==> src/rtl/axi128_apb_bridge.sv <==
`default_nettype none
// ============================================================================
//  Module   : axi128_apb_bridge
//  Brief    : Single-outstanding AXI3 (128-bit) slave to APB (32-bit) bridge.
//             Each AXI data beat becomes one APB transfer; reads and writes
//             are serialized with round-robin arbitration.
//  Options  : define AXI2APB_TIMEOUT_EN to bound the APB access phase to
//             TIMEOUT_CYCLES cycles (expired beats complete with SLVERR).
//  Revision : 1.0 - initial release
// ============================================================================
module axi128_apb_bridge #(
  parameter int TIMEOUT_CYCLES = 256
) (
  input  logic         i_aclk,
  input  logic         i_aresetn,
  // Write address
  input  logic [3:0]   i_awid,
  input  logic [31:0]  i_awaddr,
  input  logic [3:0]   i_awlen,
  input  logic [2:0]   i_awsize,
  input  logic [1:0]   i_awburst,
  input  logic [2:0]   i_awprot,
  input  logic [1:0]   i_awlock,
  input  logic [3:0]   i_awcache,
  input  logic         i_awvalid,
  output logic         o_awready,
  // Write data
  input  logic [3:0]   i_wid,
  input  logic [127:0] i_wdata,
  input  logic [15:0]  i_wstrb,
  input  logic         i_wlast,
  input  logic         i_wvalid,
  output logic         o_wready,
  // Write response
  output logic [3:0]   o_bid,
  output logic [1:0]   o_bresp,
  output logic         o_bvalid,
  input  logic         i_bready,
  // Read address
  input  logic [3:0]   i_arid,
  input  logic [31:0]  i_araddr,
  input  logic [3:0]   i_arlen,
  input  logic [2:0]   i_arsize,
  input  logic [1:0]   i_arburst,
  input  logic [2:0]   i_arprot,
  input  logic [1:0]   i_arlock,
  input  logic [3:0]   i_arcache,
  input  logic         i_arvalid,
  output logic         o_arready,
  // Read data
  output logic [3:0]   o_rid,
  output logic [127:0] o_rdata,
  output logic [1:0]   o_rresp,
  output logic         o_rlast,
  output logic         o_rvalid,
  input  logic         i_rready,
  // APB
  output logic         o_psel,
  output logic         o_penable,
  output logic         o_pwrite,
  output logic [31:0]  o_paddr,
  output logic [31:0]  o_pwdata,
  output logic [2:0]   o_pprot,
  output logic [3:0]   o_pstrb,
  input  logic [31:0]  i_prdata,
  input  logic         i_pready,
  input  logic         i_pslverr
);

  localparam logic [2:0] c_IDLE     = 3'd0;
  localparam logic [2:0] c_W_DATA   = 3'd1;
  localparam logic [2:0] c_W_SETUP  = 3'd2;
  localparam logic [2:0] c_W_ACCESS = 3'd3;
  localparam logic [2:0] c_W_RESP   = 3'd4;
  localparam logic [2:0] c_R_SETUP  = 3'd5;
  localparam logic [2:0] c_R_ACCESS = 3'd6;
  localparam logic [2:0] c_R_DATA   = 3'd7;

  localparam logic [1:0] c_RESP_OK     = 2'b00;
  localparam logic [1:0] c_RESP_SLVERR = 2'b10;

  logic [2:0]   r_state;
  logic [3:0]   r_id;
  logic [31:0]  r_addr;
  logic [3:0]   r_len;
  logic [2:0]   r_size;
  logic [1:0]   r_burst;
  logic [2:0]   r_prot;
  logic [3:0]   r_beat;
  logic         r_err;
  logic         r_last_wr;
  logic [31:0]  r_pwdata;
  logic [3:0]   r_pstrb;
  logic [127:0] r_rdata;
  logic [1:0]   r_rresp;

  logic         w_grant_wr;
  logic         w_grant_rd;
  logic         w_size_ok;
  logic         w_last;
  logic [1:0]   w_lane;
  logic         w_in_access;
  logic         w_tmo;
  logic         w_done;
  logic         w_beat_err;
  logic [31:0]  w_prdata_eff;
  logic [127:0] w_rdata_beat;
  logic [31:0]  w_step;
  logic [31:0]  w_wrap_mask;
  logic [31:0]  w_next_addr;
  logic         w_unused;

  // Write wins a tie unless it was the last channel granted.
  assign w_grant_wr = i_awvalid && (!i_arvalid || !r_last_wr);
  assign w_grant_rd = i_arvalid && !w_grant_wr;

  assign w_size_ok   = (r_size <= 3'd2);
  assign w_last      = (r_beat == r_len);
  assign w_lane      = r_addr[3:2];
  assign w_in_access = (r_state == c_W_ACCESS) || (r_state == c_R_ACCESS);
  assign w_done      = i_pready || w_tmo;
  // A beat that completes without pready can only be a timeout.
  assign w_beat_err   = i_pready ? i_pslverr : 1'b1;
  assign w_prdata_eff = i_pready ? i_prdata : 32'd0;
  assign w_rdata_beat = {96'd0, w_prdata_eff} << {w_lane, 5'b00000};

`ifdef AXI2APB_TIMEOUT_EN
  logic [31:0] r_tmo_cnt;

  // Count access cycles of the current beat; restart outside a waiting ACCESS.
  always_ff @(posedge i_aclk or negedge i_aresetn) begin
    if (!i_aresetn) begin
      r_tmo_cnt <= '0;
    end else if (w_in_access && !w_done) begin
      r_tmo_cnt <= r_tmo_cnt + 32'd1;
    end else begin
      r_tmo_cnt <= '0;
    end
  end

  assign w_tmo = w_in_access && !i_pready && (r_tmo_cnt == 32'(TIMEOUT_CYCLES - 1));
`else
  assign w_tmo = 1'b0;
`endif

  // Next beat address: FIXED holds, WRAP stays in its aligned block, else INCR.
  always_comb begin
    w_step      = 32'd1 << r_size;
    w_wrap_mask = ({28'd0, r_len} << r_size) + (w_step - 32'd1);
    case (r_burst)
      2'b00:   w_next_addr = r_addr;
      2'b10:   w_next_addr = (r_addr & ~w_wrap_mask) | ((r_addr + w_step) & w_wrap_mask);
      default: w_next_addr = r_addr + w_step;
    endcase
  end

  // Main control: arbitration, burst unrolling and APB sequencing.
  always_ff @(posedge i_aclk or negedge i_aresetn) begin
    if (!i_aresetn) begin
      r_state   <= c_IDLE;
      r_id      <= '0;
      r_addr    <= '0;
      r_len     <= '0;
      r_size    <= '0;
      r_burst   <= '0;
      r_prot    <= '0;
      r_beat    <= '0;
      r_err     <= 1'b0;
      r_last_wr <= 1'b0;
      r_pwdata  <= '0;
      r_pstrb   <= '0;
      r_rdata   <= '0;
      r_rresp   <= '0;
    end else begin
      case (r_state)
        c_IDLE: begin
          if (w_grant_wr) begin
            r_id      <= i_awid;
            r_addr    <= i_awaddr;
            r_len     <= i_awlen;
            r_size    <= i_awsize;
            r_burst   <= i_awburst;
            r_prot    <= i_awprot;
            r_beat    <= '0;
            r_err     <= 1'b0;
            r_last_wr <= 1'b1;
            r_state   <= c_W_DATA;
          end else if (w_grant_rd) begin
            r_id      <= i_arid;
            r_addr    <= i_araddr;
            r_len     <= i_arlen;
            r_size    <= i_arsize;
            r_burst   <= i_arburst;
            r_prot    <= i_arprot;
            r_beat    <= '0;
            r_err     <= 1'b0;
            r_last_wr <= 1'b0;
            if (i_arsize > 3'd2) begin
              r_rdata <= '0;
              r_rresp <= c_RESP_SLVERR;
              r_state <= c_R_DATA;
            end else begin
              r_state <= c_R_SETUP;
            end
          end
        end
        c_W_DATA: begin
          if (i_wvalid) begin
            if (w_size_ok) begin
              r_pwdata <= i_wdata[{w_lane, 5'b00000} +: 32];
              r_pstrb  <= i_wstrb[{w_lane, 2'b00} +: 4];
              r_state  <= c_W_SETUP;
            end else begin
              // Wide beats cannot map onto APB: swallow and flag them.
              r_err   <= 1'b1;
              r_addr  <= w_next_addr;
              r_beat  <= r_beat + 4'd1;
              r_state <= w_last ? c_W_RESP : c_W_DATA;
            end
          end
        end
        c_W_SETUP: begin
          r_state <= c_W_ACCESS;
        end
        c_W_ACCESS: begin
          if (w_done) begin
            r_err   <= r_err | w_beat_err;
            r_addr  <= w_next_addr;
            r_beat  <= r_beat + 4'd1;
            r_state <= w_last ? c_W_RESP : c_W_DATA;
          end
        end
        c_W_RESP: begin
          if (i_bready) begin
            r_state <= c_IDLE;
          end
        end
        c_R_SETUP: begin
          r_state <= c_R_ACCESS;
        end
        c_R_ACCESS: begin
          if (w_done) begin
            r_rdata <= w_rdata_beat;
            r_rresp <= w_beat_err ? c_RESP_SLVERR : c_RESP_OK;
            r_addr  <= w_next_addr;
            r_state <= c_R_DATA;
          end
        end
        c_R_DATA: begin
          if (i_rready) begin
            if (w_last) begin
              r_state <= c_IDLE;
            end else begin
              r_beat <= r_beat + 4'd1;
              if (w_size_ok) begin
                r_state <= c_R_SETUP;
              end else begin
                r_rdata <= '0;
                r_rresp <= c_RESP_SLVERR;
                r_state <= c_R_DATA;
              end
            end
          end
        end
        default: begin
          r_state <= c_IDLE;
        end
      endcase
    end
  end

  // Handshake and APB control are decoded from the state.
  assign o_awready = (r_state == c_IDLE) && w_grant_wr;
  assign o_arready = (r_state == c_IDLE) && w_grant_rd;
  assign o_wready  = (r_state == c_W_DATA);
  assign o_bvalid  = (r_state == c_W_RESP);
  assign o_bid     = r_id;
  assign o_bresp   = ((r_state == c_W_RESP) && r_err) ? c_RESP_SLVERR : c_RESP_OK;
  assign o_rvalid  = (r_state == c_R_DATA);
  assign o_rlast   = (r_state == c_R_DATA) && w_last;
  assign o_rid     = r_id;
  assign o_rdata   = r_rdata;
  assign o_rresp   = r_rresp;

  assign o_psel    = (r_state == c_W_SETUP) || (r_state == c_W_ACCESS) ||
                     (r_state == c_R_SETUP) || (r_state == c_R_ACCESS);
  assign o_penable = w_in_access;
  assign o_pwrite  = (r_state == c_W_SETUP) || (r_state == c_W_ACCESS);
  assign o_paddr   = {r_addr[31:2], 2'b00};
  assign o_pwdata  = r_pwdata;
  assign o_pstrb   = r_pstrb;
  assign o_pprot   = r_prot;

  // Sideband fields the bridge deliberately ignores.
  assign w_unused = (^{i_awlock, i_awcache, i_wid, i_wlast, i_arlock, i_arcache}) ^
                    (TIMEOUT_CYCLES == 0);

endmodule
`default_nettype wire
==> config.mk <==
export PLATFORM = sky130hd
export DESIGN_NAME = axi128_apb_bridge
export DESIGN_NICKNAME = d
export VERILOG_FILES = /design/src/rtl/axi128_apb_bridge.sv
export SDC_FILE = /design/constraint.sdc
export NUM_CORES = 1
export LEC_CHECK = 0
export BUFFER_PORTS_ARGS = -buffer_cell sky130_fd_sc_hd__clkbuf_2
export CELL_PAD_IN_SITES_DETAIL_PLACEMENT = 0
export CELL_PAD_IN_SITES_GLOBAL_PLACEMENT = 2
export CORE_MARGIN = 2
export CORE_UTILIZATION = 28
export CTS_BUF_LIST = sky130_fd_sc_hd__clkbuf_4
export CTS_CLUSTER_SIZE = 8
export DETAILED_ROUTE_END_ITERATION = 8
export MAX_ROUTING_LAYER = met4
export PLACE_DENSITY = 0.87
export SLEW_MARGIN = 15
export SYNTH_ARGS = -nofsm -noshare
export SYNTH_HDL_FRONTEND = slang
export SYNTH_SLANG_ARGS = --single-unit
export TNS_END_PERCENT = 30
==> constraint.sdc <==
create_clock -name i_aclk -period 4.2 [get_ports i_aclk]
set_input_delay 0.63 -clock i_aclk [delete_from_list [all_inputs] [get_ports i_aclk]]
set_output_delay 0.63 -clock i_aclk [all_outputs]
set_load 0.1 [all_outputs]
==> impl_results.md, run 1 <==
* # resized after CTS at 0
* Layout area overhead at 30.14%
* Antenna violations before repair at 2
* Crit path cell chain: mux2i_1, nand2b_1, ha_1, inv_1, ha_1, fa_1, a21oi_1, o22ai_1, o21ai_0, nor2_1, nor2_1, ha_1, nor2_1, nor3_1, a41oi_1, o21ai_0
* CP required at 4.84 ns
* Final Hold Fails at 0
* Setup violators final at 0
* R2R setup slack at 0.42 ns
* WHS Endpoint: o_pprot[1]
* Max Slew Vio Count at 0
* Proportion of layout cells with a drive suffix above 1 at about two fifths
* Worst setup EP type: flop
* GRT Total Usage at 20.26%
* Final cell count without fillers at 2,444
* Crit path largest cell delay at 0.62 ns
* Worst Tran Pin Value at 0.9959 ns
* Worst-path clk slew at 0.06 ns
* Critical path buffers and inverters at 1
* First-pass GRT wire length at 70.84 mm
* Clock buffer count from CTS at 68
* Gate count of the mapped netlist at 1,332
* Final WL at 45.37 mm
* Kind of cell adding the most delay to the critical path: compound AO/OA/AOI/OAI gates
* Crit share post-route at about nine tenths
* Largest net degree at the start of global routing at 78
* WHS Path Cells at 3
* Top FF cell, synth: dfrtp_1
* CP max-delay cell: dfrtp_1
* Syn_area_per_cell at 9.276 µm²
* CP max FO at 13
* Vias in the first global route at roughly 12k
* Setup bufs post-CTS at 0
* RePlAce Congestion at 0.8654
* Routed Antenna Nets at 0
* YS warnings at 0
* Outcome: complete, no violations
* Die area at approximately 46,000 µm²
* DR DRC count at 0
* Site Rows at 76
* Max-cap viol count at 0
* Routed vias/inst at 4.854
* Post-DP HPWL at 33.96 mm
* Core ar. at 43,360 µm²
* FF-to-FF path depth at 16
* Post-route setup TNS at 0 ns
* First DRT Iteration DRCs at 772
* CP startpoint kind: flop
* Nets at around 2.1k
* Number of fill cells in the layout at 4,539
* Hold Path Class: in2reg
* Max Buffers Root-to-Sink at 3
* Top-Level Pins at ~520
* CTS tree: yes
* Rel. slew slack at 33.36%
* Placed insts at 2,324
* Post-route setup slack at 0.4209 ns
* Critical Path AT at 4.42 ns
* Setup slack at placement at about 0.47 ns
* Fmax at approximately 0.26 GHz
* Initial Util at 28.49%
* Minimum clock period at 3.779 ns
* Routed WL per cell at 18.56 µm
* 1st-pass router iterations at 5
* Clock root cell: clkbuf_4
* Die Wd at 214.1 µm
* Clk sink count at 222
* Hold_sp: i_arprot[1]
* RSZ-0062 raised after global routing: no
* Setup Skew at 0.03579 ns
* Vias post-DR at approximately 12k
* Die span in y at 214.1 µm
* Flops & latches, synth at 222
* Total grt overflow at 0
* Port Buffer Count at 496
* Clock Latency Late Sink at 0.73 ns
* Register area share after synthesis at 44.96%
* Syn Std Cell Area at roughly 12,000 µm²
* CTS H-tree depth at 3
* Post-synth EDFFs at 0
* Post-synth ARST share at 100.0%
* RR Startpoint: r_size[0]
* WS Path Type: reg2reg
* WHS at approximately 0.15 ns
* Library cells used by synthesis at 68
==> layer usage <==
| metal | global-route usage [%] | wire length [µm] | vias up |
|---|---|---|---|
| li1 | - | - | 5623 |
| met1 | 24.33 | 19100 | 5696 |
| met2 | 33.90 | 22180 | 457 |
| met3 | 4.539 | 2903 | 86 |
| met4 | 6.343 | 1175 | 0 |
| met5 | - | 0 | - |
==> worst register-to-register path: stages, from the launching register on <==
cell and delay [ns]:
dfrtp_1 0.62, mux2i_1 0.23, nand2b_1 0.20, ha_1 0.27, inv_1 0.04, ha_1 0.21, fa_1 0.43, a21oi_1 0.26
o22ai_1 0.16, o21ai_0 0.37, nor2_1 0.07, nor2_1 0.12, ha_1 0.18, nor2_1 0.07, nor3_1 0.16, a41oi_1 0.13
o21ai_0 0.19
==> Yosys cell counts (11+ instances only) <==
cell | count | area share [%]
nor3_1 | 12 | 0.49
o21ai_1 | 21 | 0.85
a31oi_1 | 34 | 1.7
a21oi_1 | 62 | 2.5
o21ai_0 | 173 | 7.0
mux4_2 | 36 | 6.6
dfrtp_1 | 222 | 45
inv_1 | 44 | 1.3
buf_2 | 24 | 0.97
mux2_2 | 41 | 3.7
clkbuf_1 | 50 | 1.5
nor2_1 | 61 | 1.9
buf_4 | 39 | 2.4
xnor2_1 | 16 | 1.1
nand3_1 | 20 | 0.81
nor2b_1 | 11 | 0.56
ha_1 | 28 | 2.8
nand2_1 | 291 | 8.8
mux2i_1 | 12 | 0.97
==> how the worst max path moves through the flow <==
| stage | from | endpoint | slack, ns | cells past startpoint |
|---|---|---|---|---|
| 2_1_floorplan | r_state[2] | o_pwdata[10] | -0.07 | 5 |
| 3_3_place_gp | r_size[0] | flop | 0.54 | 11 |
| 3_5_place_dp | r_size[0] | flop | 0.47 | 11 |
| 4_1_cts | r_size[0] | flop | 0.49 | 11 |
| 5_1_grt | r_size[0] | flop | 0.09 | 15 |
| 6_report | r_size[0] | flop | 0.42 | 16 |
==> layout make-up <==
class | instances | area (µm²) | area share, %
Antenna cell | 2 | 5.005 | 0.03113
Clock buffer | 98 | 735.7 | 4.576
Clock inverter | 19 | 122.6 | 0.7626
Inverter | 44 | 165.2 | 1.027
Multi-Input combinational cell | 946 | 6013 | 37.40
Sequential cell | 222 | 5558 | 34.57
Tap cell | 585 | 732.0 | 4.552
Timing Repair Buffer | 528 | 2748 | 17.09
==> per-stage QoR <==
step	utilization, %	instance area, µm²
2_1_floorplan	-	12380
3_5_place_dp	35.07	15210
4_1_cts	37.07	16070
3_3_place_gp	35.07	15210
6_report	37.08	16080
5_1_grt	37.08	16080
==> kinds of logic (layout without fill, tap and decap cells) <==
| logic type | Yosys count | after routing | synth area share (%) |
|---|---|---|---|
| other cells | 1 | 6 | 0.03035 |
| fa+ha+maj | 31 | 31 | 3.241 |
| simple gates | 443 | 443 | 15.46 |
| xor+xnor | 25 | 25 | 1.833 |
| flops | 222 | 222 | 44.96 |
| buf+inv | 167 | 689 | 6.684 |
| mux | 89 | 89 | 11.27 |
| compound gates | 354 | 354 | 16.52 |
==> timing repair <==
item / CTS / global route
endpoints found under the hold margin: 74 / 0
hold buffers: 1 / 0
endpoints found under the setup margin: 0 / 0
==> placed cells by master, fill, tap and decap left out, drive strengths merged, types with 3 or more instances in the layout <==
master   count
nor2        63
a32oi        3
clkbuf     593
a31oi       34
dfrtp      222
nand3       20
xnor2       17
a41oi       10
mux2i       12
o22a         3
and3         8
buf         32
mux4        36
a21oi       63
a21boi       3
or3          3
nor2b       11
nand4bb      4
conb         4
o211ai       5
nand2b       7
and2         4
nand4        6
a22oi        3
o21ai      194
xor2         8
nand2      291
nor4         3
a211oi       4
ha          28
clkinv      14
a21o         7
a221oi       3
mux2        41
o22ai        5
nor3        14
nor3b        3
inv         46
Power of run 1 is left out: the tool's default activity adds up to more than one toggle a clock period on the data nets, which glitch-free logic cannot reach.
==> inputs of run 2 (changes only) <==
==> constraint.sdc (replaced) <==
create_clock -name i_aclk -period 4.2 [get_ports i_aclk]
set_input_delay 0.63 -clock i_aclk [delete_from_list [all_inputs] [get_ports i_aclk]]
set_output_delay 0.63 -clock i_aclk [all_outputs]
set_load 0.05 [all_outputs]
==> run 2 against run 1 <==
Synthesized area stayed put; synthesized cell count stayed put; global-route usage is essentially flat; the flow now stops in 5_2_route.
==> impl_results.md, run 2 <==
* Clock buffer count from CTS at 66 (-2.9%)
* Die span in y at 214.1 µm (unchanged)
* Clock root cell: clkbuf_4
* Fail Step: 5_2_route
* Vias in the first global route at 12.14k (+0.14%)
* Initial Util at 28.49% (unchanged)
* Syn_area_per_cell at 9.276 µm² (unchanged)
* Most numerous cell in the Yosys netlist: nand2_1
* Gate count of the mapped netlist at 1,332 (unchanged)
* Register area share after synthesis at 44.96% (unchanged)
* CTS H-tree depth at 3 (unchanged)
* Die Wd at 214.1 µm (unchanged)
* Synth top cells by count: nand2_1, dfrtp_1, o21ai_0
* Worst EP kind: register input
* Largest net degree at the start of global routing at 77 (-1.3%)
* Post-synth ARST share at 100.0% (unchanged)
* Synth area leaders: dfrtp_1, nand2_1, o21ai_0
* Placed cell area at 15,260 µm² (+0.33%)
* Site Rows at 76 (unchanged)
* Post-synth EDFFs at 0 (unchanged)
* RePlAce Congestion at 0.9013 (+4.1%)
* Top FF cell, synth: dfrtp_1
* Port Buffer Count at 496 (unchanged)
* Clk sink count at 222 (unchanged)
* First-pass GRT wire length at 70.34 mm (-0.70%)
* Worst_ep grt: _2194_/D
* Area share of the leading cell type in the synthesized netlist at 44.96% (unchanged)
* Outcome: aborted with a tool error
* Leading area contributor after synthesis: dfrtp_1
* Antenna violations before repair at 4 (+2)
* Top-Level Pins at 518 (unchanged)
* YS warnings at 0 (unchanged)
* Post-DP HPWL at 34.45 mm (+1.4%)
* Library cells used by synthesis at 68 (unchanged)
* Total grt overflow at 0 (unchanged)
* Flops & latches, synth at 222 (unchanged)
* Tool error: [ERROR DRT-0255] Maze Route cannot find path of net i_wdata[92] in worker of routeBox ( 193200 0 ) ( 214065 48300 ).
* Syn Std Cell Area at 12,360 µm² (unchanged)
* GRT Total Usage at 20.23% (-0.037 points)
* Max Buffers Root-to-Sink at 3 (unchanged)
-- run 2: cell counts after synthesis --
Identical to the previous run, type by type.
-- run 2: per-stage QoR --
stage	util, %	setup WS, ns	cells
5_1_grt	37.13	0.05990	2449
3_3_place_gp	35.18	0.3936	2330
2_1_floorplan	-	0.6202	1335
4_1_cts	37.09	0.3261	2445
3_5_place_dp	35.18	0.3544	2330
-- run 2: kinds of logic after synthesis --
logic type	count (synthesis)	synth area share (%)
AND/OR/NAND/NOR	443	15.46
AO/OA/AOI/OAI	354	16.52
flip-flops	222	44.96
buffers and inverters	167	6.684
multiplexers	89	11.27
adder cells (fa/ha/maj)	31	3.241
XOR/XNOR	25	1.833
other	1	0.03035
-- run 2: repair_timing --
action	CTS	global route
gates resized for setup	0	2
endpoints found under the hold margin	60	0
setup endpoints to repair	0	9
setup buffers	0	0
hold buffers	1	0
-- run 2: layer usage --
metal	track usage [%]
met1	23.77
met2	33.48
met3	4.667
met4	8.171
met5	-
==> inputs of run 3 (changes only) <==
==> config.mk (replaced) <==
export PLATFORM = sky130hd
export DESIGN_NAME = axi128_apb_bridge
export DESIGN_NICKNAME = d
export VERILOG_FILES = /design/src/rtl/axi128_apb_bridge.sv
export SDC_FILE = /design/constraint.sdc
export NUM_CORES = 1
export LEC_CHECK = 0
export BUFFER_PORTS_ARGS = -buffer_cell sky130_fd_sc_hd__clkbuf_2
export CORE_MARGIN = 2
export CORE_UTILIZATION = 25
export DETAILED_ROUTE_END_ITERATION = 8
export PLACE_DENSITY_LB_ADDON = 0.15
export SLEW_MARGIN = 15
export SYNTH_ARGS = -nofsm -noshare
export SYNTH_HDL_FRONTEND = slang
export SYNTH_SLANG_ARGS = --single-unit
export TNS_END_PERCENT = 30
==> run 3 against run 2 <==
The flow now finishes without violations; global-route usage decreased by 2.5 points.
==> impl_results.md, run 3 (synthesis gave the netlist of run 1 again) <==
* Outcome: complete, no violations
* Setup violators final at 0
* Die span in y at 226.3 µm (+5.7%)
* First DRT Iteration DRCs at 663
* Routed vias/inst at 4.645
* Setup slack at placement at 0.4983 ns (+0.1439 ns)
* WS Path Type: reg2reg
* Critical Path AT at 4.14 ns
* Max Buffers Root-to-Sink at 3 (unchanged)
* Max-cap viol count at 0
* RSZ-0062 raised after global routing: no
* Nets at 2,100
* 1st-pass router iterations at 6
* CP max FO at 13
* Clock Latency Late Sink at 0.55 ns
* Antenna violations before repair at 4 (unchanged)
* Crit share post-route at 88.61%
* Post-DP HPWL at 34.98 mm (+1.6%)
* Max IR drop VDD at 384.2 µV
* Worst setup EP type: flop
* Clock power share at between 10% and 20%
* Worst Tran Pin Value at 0.9383 ns
* Die Wd at 226.3 µm (+5.7%)
* Cell Pwr Density at 920.6 nW/µm²
* Port Buffer Count at 496 (unchanged)
* Most common cell after layout, fill and taps aside: clkbuf_2
* Most frequent cells in the layout: clkbuf_2, nand2_1, dfrtp_1
* # resized after CTS at 0 (unchanged)
* Switching Power at around 0.0078 W
* RePlAce Congestion at 0.8186 (-9.2%)
* Crit path cell chain: buf_4, and2_1, inv_1, ha_1, inv_1, ha_1, fa_1, a21oi_1, o22ai_1, o21ai_0, buf_4, o21a_1, o21ai_1, buf_4, o21ai_0, o21ai_0
* Post-route setup slack at 0.4785 ns
* Combinational share of power at between 60% and 70%
* Largest net degree at the start of global routing at 93 (+21%)
* Fmax at 0.2687 GHz
* CTS H-tree depth at 1 (-2)
* Top-Level Pins at 518 (unchanged)
* Total grt overflow at 0 (unchanged)
* Site Rows at 81 (+6.6%)
* Core ar. at around 49,000 µm²
* Setup bufs post-CTS at 0 (unchanged)
* CP startpoint kind: flop
* Setup Skew at 0.01796 ns
* CP max-delay cell: dfrtp_1
* Routed WL per cell at 18.89 µm
* Worst-path clk slew at 0.06 ns
* Clk sink count at 222 (unchanged)
* Sw Share at a little over half
* Final WL at 46.48 mm
* Die area at 51,220 µm²
* Initial Util at 25.29% (-3.2 points)
* Vias post-DR at 11.43k
* DR DRC count at 0
* Hold buffers post-CTS at 0 (-1)
* Clock root cell: clkbuf_16
* Layout area overhead at 31.83%
* Max Slew Vio Count at 0
* Proportion of layout cells with a drive suffix above 1 at 37.20%
* Post-route setup TNS at 0 ns
* Minimum clock period at 3.722 ns
* Crit path largest cell delay at 0.53 ns
* First-pass GRT wire length at 69.95 mm (-0.56%)
* GRT Total Usage at 17.73% (-2.5 points)
* Final Hold Fails at 0
* Internal power at 0.007187 W
* CP required at 4.62 ns
* Vias in the first global route at 11.49k (-5.4%)
* Clock buffer count from CTS at 27 (-59%)
* Routed Antenna Nets at 0
* Finished Core Util at 33.34%
* Hold Path Class: in2async
* Sequential power share at between 20% and 30%
* CTS tree: yes
* Rel. slew slack at 37.38%
* P_leak at 8.024 nW
run 3: cell type report:
cell class	instances	area (µm²)
Multi-Input combinational cell	946	6006
Timing Repair Buffer	531	2805
Sequential cell	222	5558
Fill cell	5189	32560
Clock inverter	11	162.7
Inverter	44	165.2
Antenna cell	4	10.01
Tap cell	664	830.8
Clock buffer	39	750.7
run 3: metrics by stage:
stage	instance area [µm²]	hold slack, ns	instances	total power [W]
after floorplan	12370	0.3344	1335	0.01025
after global placement	15360	0.4607	2407	0.01260
after detailed placement	15360	0.4693	2407	0.01262
after CTS	16280	0.1375	2457	0.01517
after global routing	16280	0.1576	2459	0.01611
final	16290	0.1147	2461	0.01500
run 3: path summary, 6_finish.rpt:
path / start / end / slack [ns] / cells past startpoint
setup / recovery: r_size[0] / flop / 0.48 / 16
hold / removal: i_aresetn / o_rdata[60] / 0.11 / 1
setup reg to reg: r_size[0] / flop / 0.48 / 16
hold reg to reg: o_rdata[113] / o_rdata[113] / 0.47 / 2
max in group asynchronous: i_aresetn / o_rdata[64] / 3.09 / 2
min in group i_aclk: i_arid[0] / o_bid[0] / 0.31 / 3
run 3: worst max-delay path, delay by kind of cell (launching register included):
family | cells | cell delay, ns
AOI/OAI and AO/OA | 7 | 1.16
DFF | 1 | 0.53
adders and majority gates | 3 | 0.92
buffers and inverters | 5 | 0.76
and+or+nand+nor | 1 | 0.22
run 3: power groups by stage:
stage	Combinational, W	Clock, W	Sequential, W
2_1_floorplan	0.00541	0	0.00483
3_3_place_gp	0.00914	0	0.00346
3_5_place_dp	0.00915	0	0.00347
4_1_cts	0.00919	0.00254	0.00344
5_1_grt	0.00994	0.00261	0.00355
6_report	0.00912	0.00244	0.00344
run 3: layer usage:
layer	vias to the layer above	GRT usage, %	share of wire, %
met5	-	0	0
met4	0	4.160	1.9
met3	52	4.173	7.5
met2	363	30.18	48
met1	5511	22.71	42
li1	5506	-	-
No activity file was read; power rests on OpenSTA's default activity.
==> inputs of run 4 (changes only) <==
==> constraint.sdc (replaced) <==
create_clock -name i_aclk -period 4.2 [get_ports i_aclk]
set_input_delay 0 -clock i_aclk [delete_from_list [all_inputs] [get_ports i_aclk]]
set_output_delay 0 -clock i_aclk [all_outputs]
set_load 0.05 [all_outputs]
==> run 4 against run 3 <==
Clock-buffer cell count rose by 1; largest power group unchanged; core utilization rose by 4.1 points; critical path depth rose by 1; register-to-register slack got worse by 0.03 ns; critical path type unchanged.
==> impl_results.md, run 4 (synthesis gave the netlist of run 1 again) <==
* Critical Path AT at 4.23 ns (+0.09 ns)
* Final WL at 48.12 mm (+3.5%)
* RR Startpoint: r_size[2]
* Outcome: complete, no violations
* Post-DP HPWL at 35.20 mm (+0.61%)
* Critical path buffers and inverters at 2 (-3)
* WHS at 0.01818 ns (-0.09648 ns)
* Internal power at 0.007605 W (+5.8%)
* Max-cap viol count at 0 (unchanged)
* Minimum clock period at 3.752 ns (+0.03061 ns)
* Setup Skew at 0.01432 ns (-0.003641 ns)
* Post-route setup TNS at 0 ns (unchanged)
* Cell Pwr Density at 849.4 nW/µm² (-7.7%)
* Site Rows at 81 (unchanged)
* Routed WL per cell at 18.06 µm (-4.4%)
* Clk sink count at 222 (unchanged)
* Routed vias/inst at 4.629 (-0.35%)
* Switching Power at 0.007950 W (+1.8%)
* Max IR drop VDD at 391.7 µV (+2.0%)
* Port Buffer Count at 496 (unchanged)
* CP required at 4.68 ns (+0.06 ns)
* Clock buffer count from CTS at 28 (+3.7%)
* CTS H-tree depth at 1 (unchanged)
* CTS tree: yes
* Die area at 51,220 µm² (unchanged)
* GRT Total Usage at 18.46% (+0.73 points)
* DR DRC count at 0 (unchanged)
* RSZ-0062 raised after global routing: no
* First-pass GRT wire length at 73.46 mm (+5.0%)
* R2R setup slack at 0.45 ns (-0.03 ns)
* CP max FO at 14 (+1)
* Routed Antenna Nets at 0 (unchanged)
* Total grt overflow at 0 (unchanged)
* Rel. slew slack at 33.37% (-4.0 points)
* Core ar. at 48,850 µm² (unchanged)
* Final Hold Fails at 0 (unchanged)
* Worst Tran Pin Value at 0.9994 ns (+0.06112 ns)
* FF-to-FF path depth at 17 (+1)
* CP startpoint kind: flop
* Vias in the first global route at 12.82k (+12%)
* WS Path Type: reg2reg
* Worst-path clk slew at 0.06 ns (about the same)
* Clock power share at 15.4% (-0.9 points)
* Max Buffers Root-to-Sink at 3 (unchanged)
* Crit share post-route at 89.34% (+0.73 points)
* Antenna violations before repair at 7 (+3)
* Most common cell after layout, fill and taps aside: clkbuf_2
* First DRT Iteration DRCs at 629 (-5.1%)
* Crit path largest cell delay at 0.52 ns (about the same)
* Kind of cell adding the most delay to the critical path: compound AO/OA/AOI/OAI gates
* 1st-pass router iterations at 5 (-1)
* Die span in y at 226.3 µm (unchanged)
* Max Slew Vio Count at 0 (unchanged)
* Die Wd at 226.3 µm (unchanged)
* Worst setup EP type: flop
* RePlAce Congestion at 0.8513 (+4.0%)
* Crit path cell chain: nor2_1, and2_1, inv_1, ha_1, inv_1, ha_1, fa_1, a21oi_1, o22ai_1, o21ai_0, nor2_1, nor2_1, ha_1, nor2_1, nor3_1, a41oi_1, o21ai_0
* Vias post-DR at 12.34k (+7.9%)
* P_leak at 8.881 nW (+11%)
* Hold Path Class: in2async
* Most Frequent Cell on Critical Path: nor2_1
* Setup violators final at 0 (unchanged)
* Nets at 2,304 (+9.7%)
* Top-Level Pins at 518 (unchanged)
* Clock root cell: clkbuf_16
* Initial Util at 25.29% (unchanged)
* CP max-delay cell: dfrtp_1
* Fmax at 0.2665 GHz (-0.82%)
* Proportion of layout cells with a drive suffix above 1 at 33.70% (-3.5 points)
* Combinational share of power at 63.0% (+2.2 points)
* Overall power at 0.01556 W (+3.7%)
* Layout area overhead at 48.22%
* Sw Share at 51.11% (-0.96 points)
* Largest net degree at the start of global routing at 89 (-4.3%)
* Most frequent cells in the layout: clkbuf_2, nand2_1, dfrtp_1
* Setup bufs post-CTS at 0 (unchanged)
* Clock Latency Late Sink at 0.58 ns (+0.03 ns)
* Sequential power share at 21.6% (-1.3 points)
## run 4: cell count changes in the layout (fill, tap and decap cells not counted), moves of 2 or more
cell	previous run	this run
buf_12	4	2
bufinv_16	4	0
clkbuf_1	9	3
clkbuf_8	3	9
clkinv_2	5	7
clkinvlp_4	0	2
dlygate4sd3_1	0	205
inv_6	2	0
## run 4: timing repair
item	in CTS	in global routing
hold endpoints to repair	301	0
hold buffers	205	0
gates resized for setup	0	0
## run 4: area by class of cell
| cell class | count | area [µm²] |
|---|---|---|
| fillers | 5115 | 30540 |
| multi-input cells | 946 | 6008 |
| flip-flops and latches | 222 | 5558 |
| repair buffers | 734 | 4817 |
| clock buffers | 40 | 835.8 |
| well taps | 664 | 830.8 |
| inverters | 44 | 165.2 |
| clock inverters | 11 | 88.84 |
| diodes | 4 | 10.01 |
## run 4: worst max-delay path by stage
| stage | start | to | cells past startpoint |
|---|---|---|---|
| global placement | r_size[2] | flop | 14 |
| CTS | r_size[2] | flop | 12 |
| detailed placement | r_size[2] | flop | 12 |
| floorplan | r_size[1] | flop | 13 |
| global route | r_size[2] | flop | 17 |
| finish | r_size[2] | flop | 17 |
## run 4: power by group through the flow
| stage | clock (W) | sequential (W) | combinational [W] |
|---|---|---|---|
| floorplan | 0 | 0.00483 | 0.00541 |
| global placement | 0 | 0.00339 | 0.00913 |
| detailed placement | 0 | 0.00341 | 0.00916 |
| CTS | 0.00247 | 0.00338 | 0.00986 |
| global route | 0.00256 | 0.00348 | 0.0107 |
| finish | 0.00239 | 0.00337 | 0.00980 |
## run 4: metal layers
metal / wire [µm] / GRT usage, %
met1: 20410 / 22.63
met2: 23330 / 32.47
met3: 3254 / 4.613
met4: 1096 / 4.244
met5: 32 / 0
## run 4: metrics by stage
step | cells | utilization (%) | area (µm²) | setup slack (ns)
3_5_place_dp | 2405 | 31.38 | 15330 | 0.5048
6_report | 2665 | 37.49 | 18310 | 0.4478
3_3_place_gp | 2405 | 31.38 | 15330 | 0.5499
4_1_cts | 2661 | 37.47 | 18300 | 0.4846
5_1_grt | 2664 | 37.49 | 18310 | 0.06510
2_1_floorplan | 1335 | - | 12370 | 0.8508
